--- src/rtl/delay_tdc_pkg.sv ---
// Shared types and width helpers for the delay-line time-to-digital converter.
package delay_tdc_pkg;

  typedef enum logic [2:0] {
    ST_IDLE    = 3'd0,
    ST_LAUNCH  = 3'd1,
    ST_CAPTURE = 3'd2,
    ST_SYNC    = 3'd3,
    ST_ACCUM   = 3'd4,
    ST_RECOVER = 3'd5,
    ST_RESULT  = 3'd6
  } tdc_state_e;

  // Per-sample count must hold 0..num_taps inclusive.
  function automatic int tdc_cnt_w(input int num_taps);
    return $clog2(num_taps + 1);
  endfunction

endpackage

--- src/rtl/SB_LUT4.sv ---
// Behavioural model of the iCE40 4-input LUT cell; the vendor cell library
// replaces it in the FPGA build, so it belongs only in the simulation file list.
module SB_LUT4 #(
  parameter logic [15:0] LUT_INIT = 16'h0000
) (
  output logic O,
  input  logic I0,
  input  logic I1,
  input  logic I2,
  input  logic I3
);

  assign O = LUT_INIT[{I3, I2, I1, I0}];

endmodule

--- src/rtl/delay_tap_chain.sv ---
// Tapped chain of LUT buffers; each LUT output is one tap of the delay line.
module delay_tap_chain #(
  parameter int NUM_TAPS = 64
) (
  input  logic                line_in,
  output logic [NUM_TAPS-1:0] taps
);

  for (genvar g = 0; g < NUM_TAPS; g++) begin : g_stage
    (* keep *) logic buf_out;
    logic            buf_in;

    // Each stage reads the previous stage's local net so the chain stays a
    // strict series of cells rather than a self-referencing vector.
    if (g == 0) begin : g_first
      assign buf_in = line_in;
    end else begin : g_next
      assign buf_in = g_stage[g-1].buf_out;
    end

    (* keep *) SB_LUT4 #(
      .LUT_INIT(16'd2)
    ) u_buf (
      .O (buf_out),
      .I0(buf_in),
      .I1(1'b0),
      .I2(1'b0),
      .I3(1'b0)
    );

    assign taps[g] = buf_out;
  end

endmodule

--- src/rtl/delay_tdc.sv ---
// Delay-line TDC: launches an edge, captures the tap chain, decodes the
// thermometer code and accumulates 2^AVG_LOG2 samples behind a valid/ready result.
module delay_tdc
  import delay_tdc_pkg::*;
#(
  parameter  int NUM_TAPS       = 64,
  parameter  int AVG_LOG2       = 3,
  parameter  int RECOVER_CYCLES = 4,
  localparam int CNT_W          = tdc_cnt_w(NUM_TAPS),
  localparam int RES_W          = CNT_W + AVG_LOG2
) (
  input  logic             clk,
  input  logic             reset,
  input  logic             start,
  output logic             busy,
  output logic [RES_W-1:0] result,
  output logic             result_valid,
  input  logic             result_ready,
  output logic             overflow
);

  localparam int SMP_W = (AVG_LOG2 > 0) ? AVG_LOG2 : 1;
  localparam int REC_W = (RECOVER_CYCLES > 1) ? $clog2(RECOVER_CYCLES) : 1;
  localparam logic [SMP_W-1:0] SMP_LAST = SMP_W'((1 << AVG_LOG2) - 1);
  localparam logic [REC_W-1:0] REC_LAST = REC_W'(RECOVER_CYCLES - 1);

  // Leading run of ones from tap 0: the first 0 ends the run, later 1s are bubbles.
  function automatic logic [CNT_W-1:0] lead_run(input logic [NUM_TAPS-1:0] t);
    logic [CNT_W-1:0] n;
    n = CNT_W'(NUM_TAPS);
    for (int i = NUM_TAPS - 1; i >= 0; i--) begin
      if (!t[i]) n = CNT_W'(i);
    end
    return n;
  endfunction

  tdc_state_e          st_q;
  logic                launch_q;
  logic                pol_q;
  logic [RES_W-1:0]    acc_q;
  logic                ovf_q;
  logic [SMP_W-1:0]    smp_q;
  logic [REC_W-1:0]    rec_q;
  logic                busy_q;
  logic                valid_q;
  logic [NUM_TAPS-1:0] taps_w;
  logic [NUM_TAPS-1:0] cap_p1_q;
  logic [NUM_TAPS-1:0] cap_p2_q;
  logic [CNT_W-1:0]    cnt_d;
  logic [RES_W-1:0]    acc_d;
  logic                sat_d;

  delay_tap_chain #(
    .NUM_TAPS(NUM_TAPS)
  ) u_chain (
    .line_in(launch_q),
    .taps   (taps_w)
  );

  // Stage 1 catches the raw chain (may go metastable); stage 2 resolves it and
  // flips falling-edge samples so a reached tap always reads 1.
  always_ff @(posedge clk) begin
    if (st_q == ST_CAPTURE) cap_p1_q <= taps_w;
    if (st_q == ST_SYNC)    cap_p2_q <= cap_p1_q ^ {NUM_TAPS{~pol_q}};
  end

  assign cnt_d = lead_run(cap_p2_q);
  assign sat_d = (cnt_d == CNT_W'(NUM_TAPS));
  assign acc_d = acc_q + RES_W'(cnt_d);

  always_ff @(posedge clk) begin
    if (reset) begin
      st_q     <= ST_IDLE;
      launch_q <= 1'b0;
      pol_q    <= 1'b0;
      acc_q    <= '0;
      ovf_q    <= 1'b0;
      smp_q    <= '0;
      rec_q    <= '0;
      busy_q   <= 1'b0;
      valid_q  <= 1'b0;
    end else begin
      case (st_q)
        ST_IDLE: begin
          if (start) begin
            st_q   <= ST_LAUNCH;
            busy_q <= 1'b1;
          end
        end
        ST_LAUNCH: begin
          launch_q <= ~launch_q;
          pol_q    <= ~launch_q;
          st_q     <= ST_CAPTURE;
        end
        ST_CAPTURE: st_q <= ST_SYNC;
        ST_SYNC:    st_q <= ST_ACCUM;
        ST_ACCUM: begin
          acc_q <= acc_d;
          if (sat_d) ovf_q <= 1'b1;
          rec_q <= '0;
          st_q  <= ST_RECOVER;
        end
        ST_RECOVER: begin
          if (rec_q == REC_LAST) begin
            if (smp_q == SMP_LAST) begin
              st_q    <= ST_RESULT;
              valid_q <= 1'b1;
            end else begin
              smp_q <= smp_q + 1'b1;
              st_q  <= ST_LAUNCH;
            end
          end else begin
            rec_q <= rec_q + 1'b1;
          end
        end
        ST_RESULT: begin
          if (result_ready) begin
            valid_q <= 1'b0;
            acc_q   <= '0;
            ovf_q   <= 1'b0;
            smp_q   <= '0;
            if (start) begin
              st_q <= ST_LAUNCH;
            end else begin
              st_q   <= ST_IDLE;
              busy_q <= 1'b0;
            end
          end
        end
        default: begin
          st_q    <= ST_IDLE;
          busy_q  <= 1'b0;
          valid_q <= 1'b0;
        end
      endcase
    end
  end

  assign busy         = busy_q;
  assign result_valid = valid_q;
  assign result       = acc_q;
  assign overflow     = ovf_q;

endmodule

--- config.mk ---
export PLATFORM = sky130hd
export DESIGN_NAME = delay_tdc
export DESIGN_NICKNAME = d
export VERILOG_FILES = /design/src/rtl/delay_tdc_pkg.sv /design/src/rtl/SB_LUT4.sv /design/src/rtl/delay_tap_chain.sv /design/src/rtl/delay_tdc.sv
export SDC_FILE = /design/constraint.sdc
export NUM_CORES = 1
export LEC_CHECK = 0
export ABC_CLOCK_PERIOD_IN_PS = 3000
export CAP_MARGIN = 20
export CORE_ASPECT_RATIO = 0.5
export CORE_MARGIN = 10
export CORE_UTILIZATION = 55
export CTS_CLUSTER_DIAMETER = 40
export DETAILED_ROUTE_END_ITERATION = 10
export GPL_ROUTABILITY_DRIVEN = 0
export PLACE_DENSITY = 0.78
export SLEW_MARGIN = 20
export SYNTH_ARGS = -nofsm -noshare
export SYNTH_HDL_FRONTEND = slang
export SYNTH_SLANG_ARGS = --single-unit
export TNS_END_PERCENT = 30
--- constraint.sdc ---
create_clock -name clk -period 3 [get_ports clk]
set_input_delay 0.75 -clock clk [delete_from_list [all_inputs] [get_ports clk]]
set_output_delay 0.75 -clock clk [all_outputs]
set_load 0.1 [all_outputs]
**Word level (Yosys, flattened, before mapping)**

Cells that the tools add are included.

- Flip-flop bits (word level): 150
- Input port bits: 4
- Output and inout port bits: 13
- Logic and storage cells: 327

- Add/sub/neg operators: 3
- Order comparisons: 64
- Eq/ne operators: 17
- Multiplexer cells: 216
- Bitwise operators: 4
- Reductions and logical operators: 13

Operators with widths:

| operator | count |
|---|---|
| $mux 7 | 64 |
| $lt 1x5->1 const B | 64 |
| $mux 1 | 136 |
| $xor 64x64->64 | 1 |
| $mux 3 | 7 |
| $pmux 3 s7 | 1 |
| $pmux 10 s2 | 1 |
| $ne 2x2->1 const B | 8 |
| $eq 3x3->1 const B | 4 |
| $reduce_and 4->1 | 3 |
| $add 10x7->10 | 1 |
| $mux 10 | 1 |
| $reduce_or 5->1 | 2 |
| $eq 7x7->1 const B | 1 |
| $eq 3x2->1 const B | 2 |
| $pmux 1 s3 | 2 |
| $pmux 3 s2 | 1 |
| $reduce_and 3->1 | 2 |
| $reduce_bool 2->1 | 3 |
| $pmux 2 s2 | 1 |
| $reduce_and 2->1 | 2 |
| $add 3x1->3 const B | 1 |
| $eq 3x1->1 const B | 1 |
| $logic_not 3->1 | 1 |
| 5 further kinds | 7 |

**Logic depth before layout (Yosys ltp)**

Gate-level depths: netlist of run 1.

- Word-level depth: 128
- Depth in mapped cells: 6
- Gate-level depth less buffers: 6

**By module**

A second synthesis of run 1 with hierarchy kept.

- Cells, all modules: 626
- Area, all modules: 8013.9 µm²

By module, submodules not included:

| module | instances | cells an instance | area an instance (µm²) | seq. area each (µm²) |
|---|---|---|---|---|
| delay_tdc | 1 | 497 | 6568.8 | 4284.1 |
| SB_LUT4 | 64 | 1 | 15.0 | 0.0 |
| delay_tap_chain | 1 | 65 | 484.2 | 0.0 |

**Worst setup path after synthesis of run 1**

No wires, ideal clock.

- Path kind: flip-flop to flip-flop
- From: register acc_q[6] (netlist: result[6])
- To: register acc_q[9] (netlist: result[9])
- Library setup time: 115 ps
- Arrival time: 1799 ps
- Data required time: 2885 ps
- Slack: 1086 ps
- Cell stages (with the launch flop): 6
- Buffers on the path: 0
- Clock period less this slack: 1914 ps
- Cell sequence: dfxtp_1 ha_1 and3_1 nand4b_1 xnor2_1 and2_1

- Word-level cells in the longest chain between the ends: 2

RTL lines:

| element | line | source |
|---|---|---|
| start, declared | delay_tdc.sv:40 | `logic [RES_W-1:0] acc_q;` |
| start signal, assigned | delay_tdc.sv:76 | `acc_q <= '0;` |
| start signal, assigned | delay_tdc.sv:98 | `acc_q <= acc_d;` |
| start signal, assigned | delay_tdc.sv:119 | `acc_q <= '0;` |
| $add 10x7->10 | delay_tdc.sv:69 | `assign acc_d = acc_q + RES_W'(cnt_d);` |
| $pmux 10 s2 | delay_tdc.sv:83 | `case (st_q)` |

Every way passes these cells.
A chain may end at the register's enable or synchronous reset.

**Final worst setup path of run 1**

- From: input result_ready
- To: register st_q[1]

- Word-level cells in the longest chain between the ends: 2

RTL lines:

| element | line | source |
|---|---|---|
| start, declared | delay_tdc.sv:18 | `input logic result_ready,` |
| $ne 2x2->1 (no source line) | - |  |
| $reduce_and 3->1 (no source line) | - |  |
| end signal, assigned | delay_tdc.sv:73 | `st_q <= ST_IDLE;` |
| end signal, assigned | delay_tdc.sv:86 | `st_q <= ST_LAUNCH;` |
| end signal, assigned | delay_tdc.sv:93 | `st_q <= ST_CAPTURE;` |
| end, declared | delay_tdc.sv:37 | `tdc_state_e st_q;` |

Every way passes these cells.

==> results of run 1 <==
-- flip-flops by register name, summed over array words and instances (netlist names) --
register	count
result	10
overflow	1
pol_q	1
result_valid	1
cap_p2_q	1
st_q	3
smp_q	3
rec_q	2
cap_p1_q	1
busy	1
-- through the flow --
stage | setup slack (ns) | hold WS, ns | area, µm²
after floorplan | 1.086 | 0.4537 | 1161
after global placement | 0.7730 | 0.4459 | 1294
after detailed placement | 0.7494 | 0.4473 | 1294
after CTS | 1.022 | 0.4707 | 1360
after global routing | 0.8348 | 0.4807 | 1360
final | 1.007 | 0.4673 | 1360
-- power groups by stage --
stage	sequential, mW	combinational, mW	clock [mW]
2_1_floorplan	0.375	0.0838	0
3_3_place_gp	0.375	0.105	0
3_5_place_dp	0.375	0.106	0
4_1_cts	0.368	0.108	0.251
5_1_grt	0.372	0.116	0.259
6_report	0.369	0.108	0.248
-- placed cells by master (no fill, tap or decap), types with 2 or more instances in the layout --
cell type / instances
buf_4: 14
inv_1: 3
nor2_1: 10
a21oi_1: 7
a31o_1: 3
edfxtp_1: 2
and3b_1: 2
nand2_1: 2
clkbuf_8: 3
nand3b_1: 2
dfxtp_1: 22
ha_1: 5
nand2b_1: 5
o21ai_1: 3
nand4b_1: 2
o21ai_0: 2
a21o_1: 2
a2bb2oi_1: 2
and2_1: 11
xnor2_1: 4
clkdlybuf4s50_1: 3
nor4bb_1: 2
a22oi_1: 2
nor2b_1: 5
-- worst paths after layout --
kind / from / end / slack [ns]
max: result_ready / st_q[1]$_SDFFE_PP0P_ / 1.01
min: result[2]$_SDFFE_PP0P_ / result[2]$_SDFFE_PP0P_ / 0.47
max reg2reg: st_q[0]$_SDFFE_PP0P_ / smp_q[1]$_SDFFE_PP0P_ / 1.27
min reg2reg: result[2]$_SDFFE_PP0P_ / result[2]$_SDFFE_PP0P_ / 0.47
-- worst max-delay path, stage by stage --
cell	delay, ns
clkdlybuf4s50_1	0.58
nor2b_1	0.21
o211a_2	0.23
a21oi_1	0.05
a2111oi_1	0.33
-- final cells by class --
type | instances | area (µm²) | area share [%]
inverters | 3 | 11.26 | 0.8280
well taps | 26 | 32.53 | 2.392
clock buffers | 4 | 66.31 | 4.876
repair buffers | 17 | 135.1 | 9.936
flip-flops and latches | 24 | 500.5 | 36.80
multi-input cells | 86 | 614.3 | 45.17
-- metal layers --
| metal | global-route usage (%) | vias to the layer above | share of wire (%) |
|---|---|---|---|
| met5 | 0 | - | 0 |
| met4 | 1.630 | 0 | 0.83 |
| met3 | 4.503 | 2 | 6.3 |
| met2 | 15.35 | 20 | 43 |
| met1 | 12.84 | 395 | 50 |
| li1 | - | 451 | - |
==> flow_summary_export.csv, run 1 <==
group,metric,value,unit
floorplanning,chipHeight,52.49,µm
finish,drive_gt1_share,16.42,%
sta,relSlewSlack,55.74,%
worst_setup_path,cp-end-kind,"flop",
grt,grt_max_degree,26,
power_and_ir_drop,vdd_drop_max,0.0005233,V
finish,fin_cells,160,
route,drc,0,
floorplanning,die_area,4461,µm²
clock_network,numCtsBuffers,3,
flow_run,drv_cap,0,
hold_path,holdPathStages,1,
finish,antenna_cells,0,
worst_setup_path,cp-start-kind,"input port",
sta,post-route-period-util,66.42,%
synthesis,synth_area,1161,µm²
synthesis,syn_avg_cell_area,9.757,µm²
clock_network,h-tree-depth,1,
floorplanning,start_util,59.83,%
grt,grt_pass1_wl,3684,µm
sta,fmax,501.8,MHz
finish,syn_to_final_growth,17.13,%
worst_setup_path,worstPathRequired,3.16,ns
power_and_ir_drop,p_clk_share,34.2,%
sta,drv_slew,0,
sta,setup_viol,0,
clock_network,clock_path_buffers,2,
power_and_ir_drop,powerDensity,532.6,nW/µm²
synthesis,ys_warn_count,0,
power_and_ir_drop,p_leak,0.5677,nW
floorplanning,die_w,84.98,µm
power_and_ir_drop,power,724.3,µW
clock_network,clock-sinks,24,
worst_setup_path,reg2reg_depth,4,
floorplanning,core-area,1941,µm²
sta,fin_worst_skew,0.002852,ns
sta,rsz0062_at_grt,"no",
clock_network,cts_tree,"done",
power_and_ir_drop,p_switching,192.3,µW
synthesis,syn-num-nets,128,
clock_network,post_cts_resized,0,
outcome,status,"complete, no violations",
power_and_ir_drop,comb_power_share,14.9,%
synthesis,synthCells,119,
grt,grt_pass1_vias,758,
route,num_vias,868,
clock_network,clkTransAtPathRegs,0.09,ns
clock_network,cts-root-buf,"clkbuf_8",
sta,min_period,1.993,ns
route,drtAntennaViolNets,0,
route,routed_via_density,5.425,
floorplanning,rows,11,
clock_network,postCtsHoldBufs,0,
grt,antenna_found_initial,0,
grt,grt_util_all_layers,10.02,%
route,wire_per_inst,14.36,µm
power_and_ir_drop,seqPwrFrac,50.9,%
route,drt_iter0_markers,45,
finish,fillers,154,
clock_network,cts_post_setup_buffers_inserted,0,
worst_setup_path,worstSetupPathType,"in -> reg",
sta,setup_tns,0,ns
grt,grt_overflow,0,
clock_network,worstSkewPairLatency,0.26,ns
hold_path,hold_path.class,"reg -> reg",
power_and_ir_drop,p_sw_share,26.55,%
finish,layout.nets,144,
placed_design,placed_cells,156,
sta,tightestPinTransition,0.6630,ns
placed_design,port_buffers,16,
power_and_ir_drop,power.internal,532.0,µW
floorplanning,io_pins,17,
sta,hold_viol,0,
route,dr.pass1.iters,4,
finish,final_util,70.08,%
route,routed_wl,2298,µm
placed_design,place_hpwl,1641,µm
worst_setup_path,worstPathArrival,2.15,ns
worst_setup_path,critPathMaxFanout,7,
No activity file was read; power rests on OpenSTA's default activity.
==> run 2: changes to the inputs <==
Settings changed: ABC_CLOCK_PERIOD_IN_PS 3000 to 2000.
Clock period 3 ns to 2 ns, I/O delays scaled along.
==> flow_summary_export.csv, run 2 (synthesis results as in run 1) <==
group,metric,value,unit
power_and_ir_drop,power,1.096,mW
sta,relSlewSlack,58.29,%
power_and_ir_drop,powerDensity,751.9,nW/µm²
floorplanning,rows,11,
sta,rsz0062_at_grt,"no",
worst_setup_path,worstSetupPathType,"in -> reg",
sta,post-route-period-util,90.65,%
sta,hold_viol,0,
power_and_ir_drop,p_leak,0.6001,nW
clock_network,h-tree-depth,1,
placed_design,placed_cells,159,
placed_design,pre_cts_ws,-0.05031,ns
hold_path,holdPathStages,1,
sta,drv_slew,0,
route,drtAntennaViolNets,0,
power_and_ir_drop,vdd_drop_max,0.0006273,V
floorplanning,io_pins,17,
finish,layout.nets,147,
worst_setup_path,cp-start-kind,"input port",
sta,setup_viol,0,
clock_network,numCtsBuffers,3,
worst_setup_path,cp-end-kind,"flop",
hold_path,hold_path.class,"reg -> reg",
worst_setup_path,critPathMaxFanout,7,
finish,drive_gt1_share,18.25,%
worst_setup_path,rr_endpoint,"smp_q[1]$_SDFFE_PP0P_",
placed_design,port_buffers,16,
worst_setup_path,crit_family,"compound AO/OA/AOI/OAI gates",
worst_setup_path,slowest_stage,"clkdlybuf4s50_1",
clock_network,cts-root-buf,"clkbuf_8",
worst_setup_path,path_buf_inv,1,
worst_setup_path,timing.rr.start,"smp_q[0]$_SDFFE_PP0P_",
sta,fin_worst_skew,0.004197,ns
grt,grt_pass1_vias,807,
floorplanning,die_area,4461,µm²
finish,largest_reg_flops,10,
grt,grt_max_degree,19,
clock_network,cts_tree,"done",
sta,min_period,1.813,ns
worst_setup_path,reg2reg_slack,0.27,ns
placed_design,place_hpwl,1702,µm
finish,fin_cells,163,
clock_network,clock-sinks,24,
grt,antenna_found_initial,0,
route,routed_via_density,5.429,
route,num_vias,885,
route,dr.pass1.iters,4,
sta,tightestPinTransition,0.6247,ns
clock_network,worstSkewPairLatency,0.26,ns
placed_design,placed_area,1391,µm²
sta,setup_ws,0.1871,ns
worst_setup_path,worstPathArrival,1.96,ns
sta,setup_tns,0,ns
grt,grt_util_all_layers,10.61,%
grt,grt_pass1_wl,3905,µm
hold_path,hold_end,"result[0]$_SDFFE_PP0P_",
worst_setup_path,slowest_delay,0.58,ns
floorplanning,core-area,1941,µm²
route,drc,0,
worst_setup_path,worstPathRequired,2.14,ns
finish,final_cell_mix,"22 x dfxtp_1, 11 x and2_1, 11 x buf_4",
floorplanning,die_w,84.98,µm
floorplanning,start_util,59.83,%
finish,final_area,1458,µm²
sta,fmax,551.6,MHz
finish,final_common_cell,"dfxtp_1",
floorplanning,chipHeight,52.49,µm
hold_path,min_from,"result[0]$_SDFFE_PP0P_",
route,drt_iter0_markers,21,
route,routed_wl,2264,µm
clock_network,cts_post_setup_buffers_inserted,0,
clock_network,postCtsHoldBufs,0,
outcome,status,"complete, no violations",
clock_network,clock_path_buffers,2,
flow_run,drv_cap,0,
grt,grt_overflow,0,
finish,syn_to_final_growth,25.54,%
finish,antenna_cells,0,
route,wire_per_inst,13.89,µm
worst_setup_path,cp_cell_sequence,"clkdlybuf4s50_1 -> nor2b_1 -> o211a_2 -> a21oi_1 -> a2111oi_1",
clock_network,post_cts_resized,0,
worst_setup_path,reg2reg_depth,6,
clock_network,clkTransAtPathRegs,0.08,ns
==> run 2: worst max path at each step <==
stage / start / to / cells past startpoint
after floorplan: result[6]$_SDFFE_PP0P_ / result[9]$_SDFFE_PP0P_ / 5
final: result_ready / st_q[1]$_SDFFE_PP0P_ / 5
after detailed placement: result_ready / st_q[1]$_SDFFE_PP0P_ / 5
after global routing: smp_q[0]$_SDFFE_PP0P_ / smp_q[2]$_SDFFE_PP0P_ / 6
after CTS: result_ready / st_q[1]$_SDFFE_PP0P_ / 5
after global placement: result_ready / st_q[1]$_SDFFE_PP0P_ / 5
==> run 2: worst reg2reg max path: stages, from the launching register on <==
cell,delay (ns)
dfxtp_1,0.36
ha_1,0.16
ha_1,0.23
and4bb_1,0.23
o21ai_1,0.35
nor4bb_1,0.11
a31o_1,0.19
==> run 2: report_power, final <==
group | internal (mW) | leakage [nW] | total (mW) | switching [mW]
Clock | 0.217 | 0.0339 | 0.362 | 0.145
Sequential | 0.507 | 0.197 | 0.541 | 0.0343
Combinational | 0.0911 | 0.370 | 0.193 | 0.102
==> run 2: per-layer routing <==
layer | share of wire [%] | vias up | track usage (%)
met5 | 0 | - | 0
met4 | 0.62 | 0 | 2.446
met3 | 6.4 | 4 | 4.969
met2 | 46 | 15 | 16.96
met1 | 47 | 408 | 12.74
li1 | - | 458 | -
==> run 2: layout make-up <==
class	instances	area, µm²
multi-input cells	86	614.3
flip-flops and latches	24	500.5
fillers	138	483.0
repair buffers	20	232.7
clock buffers	4	66.31
well taps	26	32.53
inverters	3	11.26
==> run 2: metrics by stage <==
| stage | hold slack, ns | util, % |
|---|---|---|
| 2_1_floorplan | 0.4537 | - |
| 3_3_place_gp | 0.4446 | 71.70 |
| 3_5_place_dp | 0.4506 | 71.70 |
| 4_1_cts | 0.4723 | 75.11 |
| 5_1_grt | 0.4858 | 75.11 |
| 6_report | 0.4691 | 75.11 |
==> run 3: changes to the inputs <==
Settings changed: ABC_CLOCK_PERIOD_IN_PS 2000 to 1800, HOLD_SLACK_MARGIN set to 0.06.
Clock period 2 ns to 1.8 ns, I/O delays scaled along.
==> flow_summary_export.csv, run 3 (synthesis results as in run 1) <==
group,metric,value,unit
outcome,status,"complete, no violations",
power_and_ir_drop,comb_power_share,18.2,%
worst_setup_path,worstSetupPathType,"reg -> reg",
power_and_ir_drop,p_leak,0.6463,nW
power_and_ir_drop,p_clk_share,33.6,%
sta,setup_tns,0,ns
finish,final_area,1594,µm²
sta,tightestPinTransition,0.5321,ns
clock_network,clkTransAtPathRegs,0.09,ns
clock_network,numCtsBuffers,3,
power_and_ir_drop,power.internal,916.5,µW
sta,relSlewSlack,64.53,%
route,routed_wl,2560,µm
clock_network,worstSkewPairLatency,0.27,ns
route,drtAntennaViolNets,0,
route,routed_via_density,5.542,
sta,setup_ws,0.07958,ns
hold_path,hold_path.class,"reg -> reg",
route,num_vias,931,
sta,hold_viol,0,
grt,grt_pass1_wl,4209,µm
sta,hold_ws,0.5065,ns
grt,grt_max_degree,15,
finish,multi_input_area,624.3,µm²
grt,grt_util_all_layers,11.59,%
finish,final_cell_mix,"21 x dfxtp_1, 13 x buf_12, 11 x and2_1",
route,dr.pass1.iters,4,
placed_design,pre_cts_ws,-0.1142,ns
worst_setup_path,worstPathRequired,2.02,ns
sta,rsz0062_at_grt,"no",
worst_setup_path,critPathMaxFanout,5,
finish,drive_gt1_share,23.24,%
sta,fin_worst_skew,0.002485,ns
placed_design,place_hpwl,1768,µm
floorplanning,io_pins,17,
finish,final_common_cell,"dfxtp_1",
clock_network,clock-sinks,24,
finish,syn_to_final_growth,37.28,%
clock_network,cts_tree,"done",
finish,fillers,113,
finish,final_util,82.14,%
clock_network,cts-root-buf,"clkbuf_8",
clock_network,clock_path_buffers,2,
placed_design,placed_cells,164,
sta,post-route-period-util,95.58,%
power_and_ir_drop,p_sw_share,26.68,%
placed_design,port_buffers,16,
route,drt_iter0_markers,52,
floorplanning,die_area,4461,µm²
worst_setup_path,reg2reg_slack,0.08,ns
floorplanning,core-area,1941,µm²
power_and_ir_drop,p_switching,333.5,µW
power_and_ir_drop,power,1.250,mW
sta,min_period,1.720,ns
finish,fin_cells,168,
clock_network,cts_post_setup_buffers_inserted,0,
finish,register_area,501.7,µm²
finish,layout.nets,152,
grt,antenna_found_initial,0,
grt,grt_pass1_vias,890,
flow_run,drv_cap,0,
floorplanning,rows,11,
sta,drv_slew,0,
finish,antenna_cells,0,
route,wire_per_inst,15.24,µm
worst_setup_path,cp-start-kind,"flop",
clock_network,h-tree-depth,1,
power_and_ir_drop,vdd_drop_max,0.0006014,V
sta,setup_viol,0,
floorplanning,start_util,59.83,%
finish,largest_reg_flops,10,
grt,grt_overflow,0,
power_and_ir_drop,seqPwrFrac,48.2,%
sta,fmax,581.3,MHz
route,drc,0,
floorplanning,chipHeight,52.49,µm
worst_setup_path,cp-end-kind,"flop",
power_and_ir_drop,powerDensity,784.2,nW/µm²
worst_setup_path,worstPathArrival,1.94,ns
floorplanning,die_w,84.98,µm
placed_design,placed_area,1518,µm²
-- run 3: worst max-delay path, stage by stage (launching register included) --
cell      delay (ns)
dfxtp_1         0.35
ha_1            0.21
ha_1            0.24
and4bb_1        0.31
o21ai_2         0.11
nor4bb_1        0.32
a31o_1          0.13
-- run 3: cell type report --
cell class	instances	share of cell area, %
Clock buffer	4	4.160
Inverter	3	0.7064
Timing Repair Buffer	25	22.45
Tap cell	26	2.041
Sequential cell	24	31.48
Multi-Input combinational cell	86	39.17
-- run 3: repair_timing --
item | 4_1_cts | 5_1_grt
setup endpoints to repair | 0 | 3
gates resized for setup | 0 | 2
hold buffers | 0 | 0
-- run 3: final timing paths --
check,from,to,cells past startpoint
worst max-delay path,smp_q[0]$_SDFFE_PP0P_,smp_q[1]$_SDFFE_PP0P_,6
worst min-delay path,smp_q[2]$_SDFFE_PP0P_,smp_q[2]$_SDFFE_PP0P_,1
worst max register to register,smp_q[0]$_SDFFE_PP0P_,smp_q[1]$_SDFFE_PP0P_,6
worst min register to register,smp_q[2]$_SDFFE_PP0P_,smp_q[2]$_SDFFE_PP0P_,1
-- run 3: power groups by stage --
stage	Combinational (mW)	Sequential, mW	Clock, mW
2_1_floorplan	0.140	0.625	0
3_3_place_gp	0.219	0.613	0
3_5_place_dp	0.222	0.613	0
4_1_cts	0.227	0.602	0.424
5_1_grt	0.247	0.608	0.446
6_report	0.228	0.603	0.420
-- run 3: routing by layer --
| metal | up-vias | part of all wire (%) | GRT usage [%] |
|---|---|---|---|
| met5 | - | 0 | 0 |
| met4 | 0 | 1.2 | 4.891 |
| met3 | 4 | 6.5 | 5.124 |
| met2 | 23 | 47 | 19.43 |
| met1 | 434 | 45 | 12.72 |
| li1 | 470 | - | - |
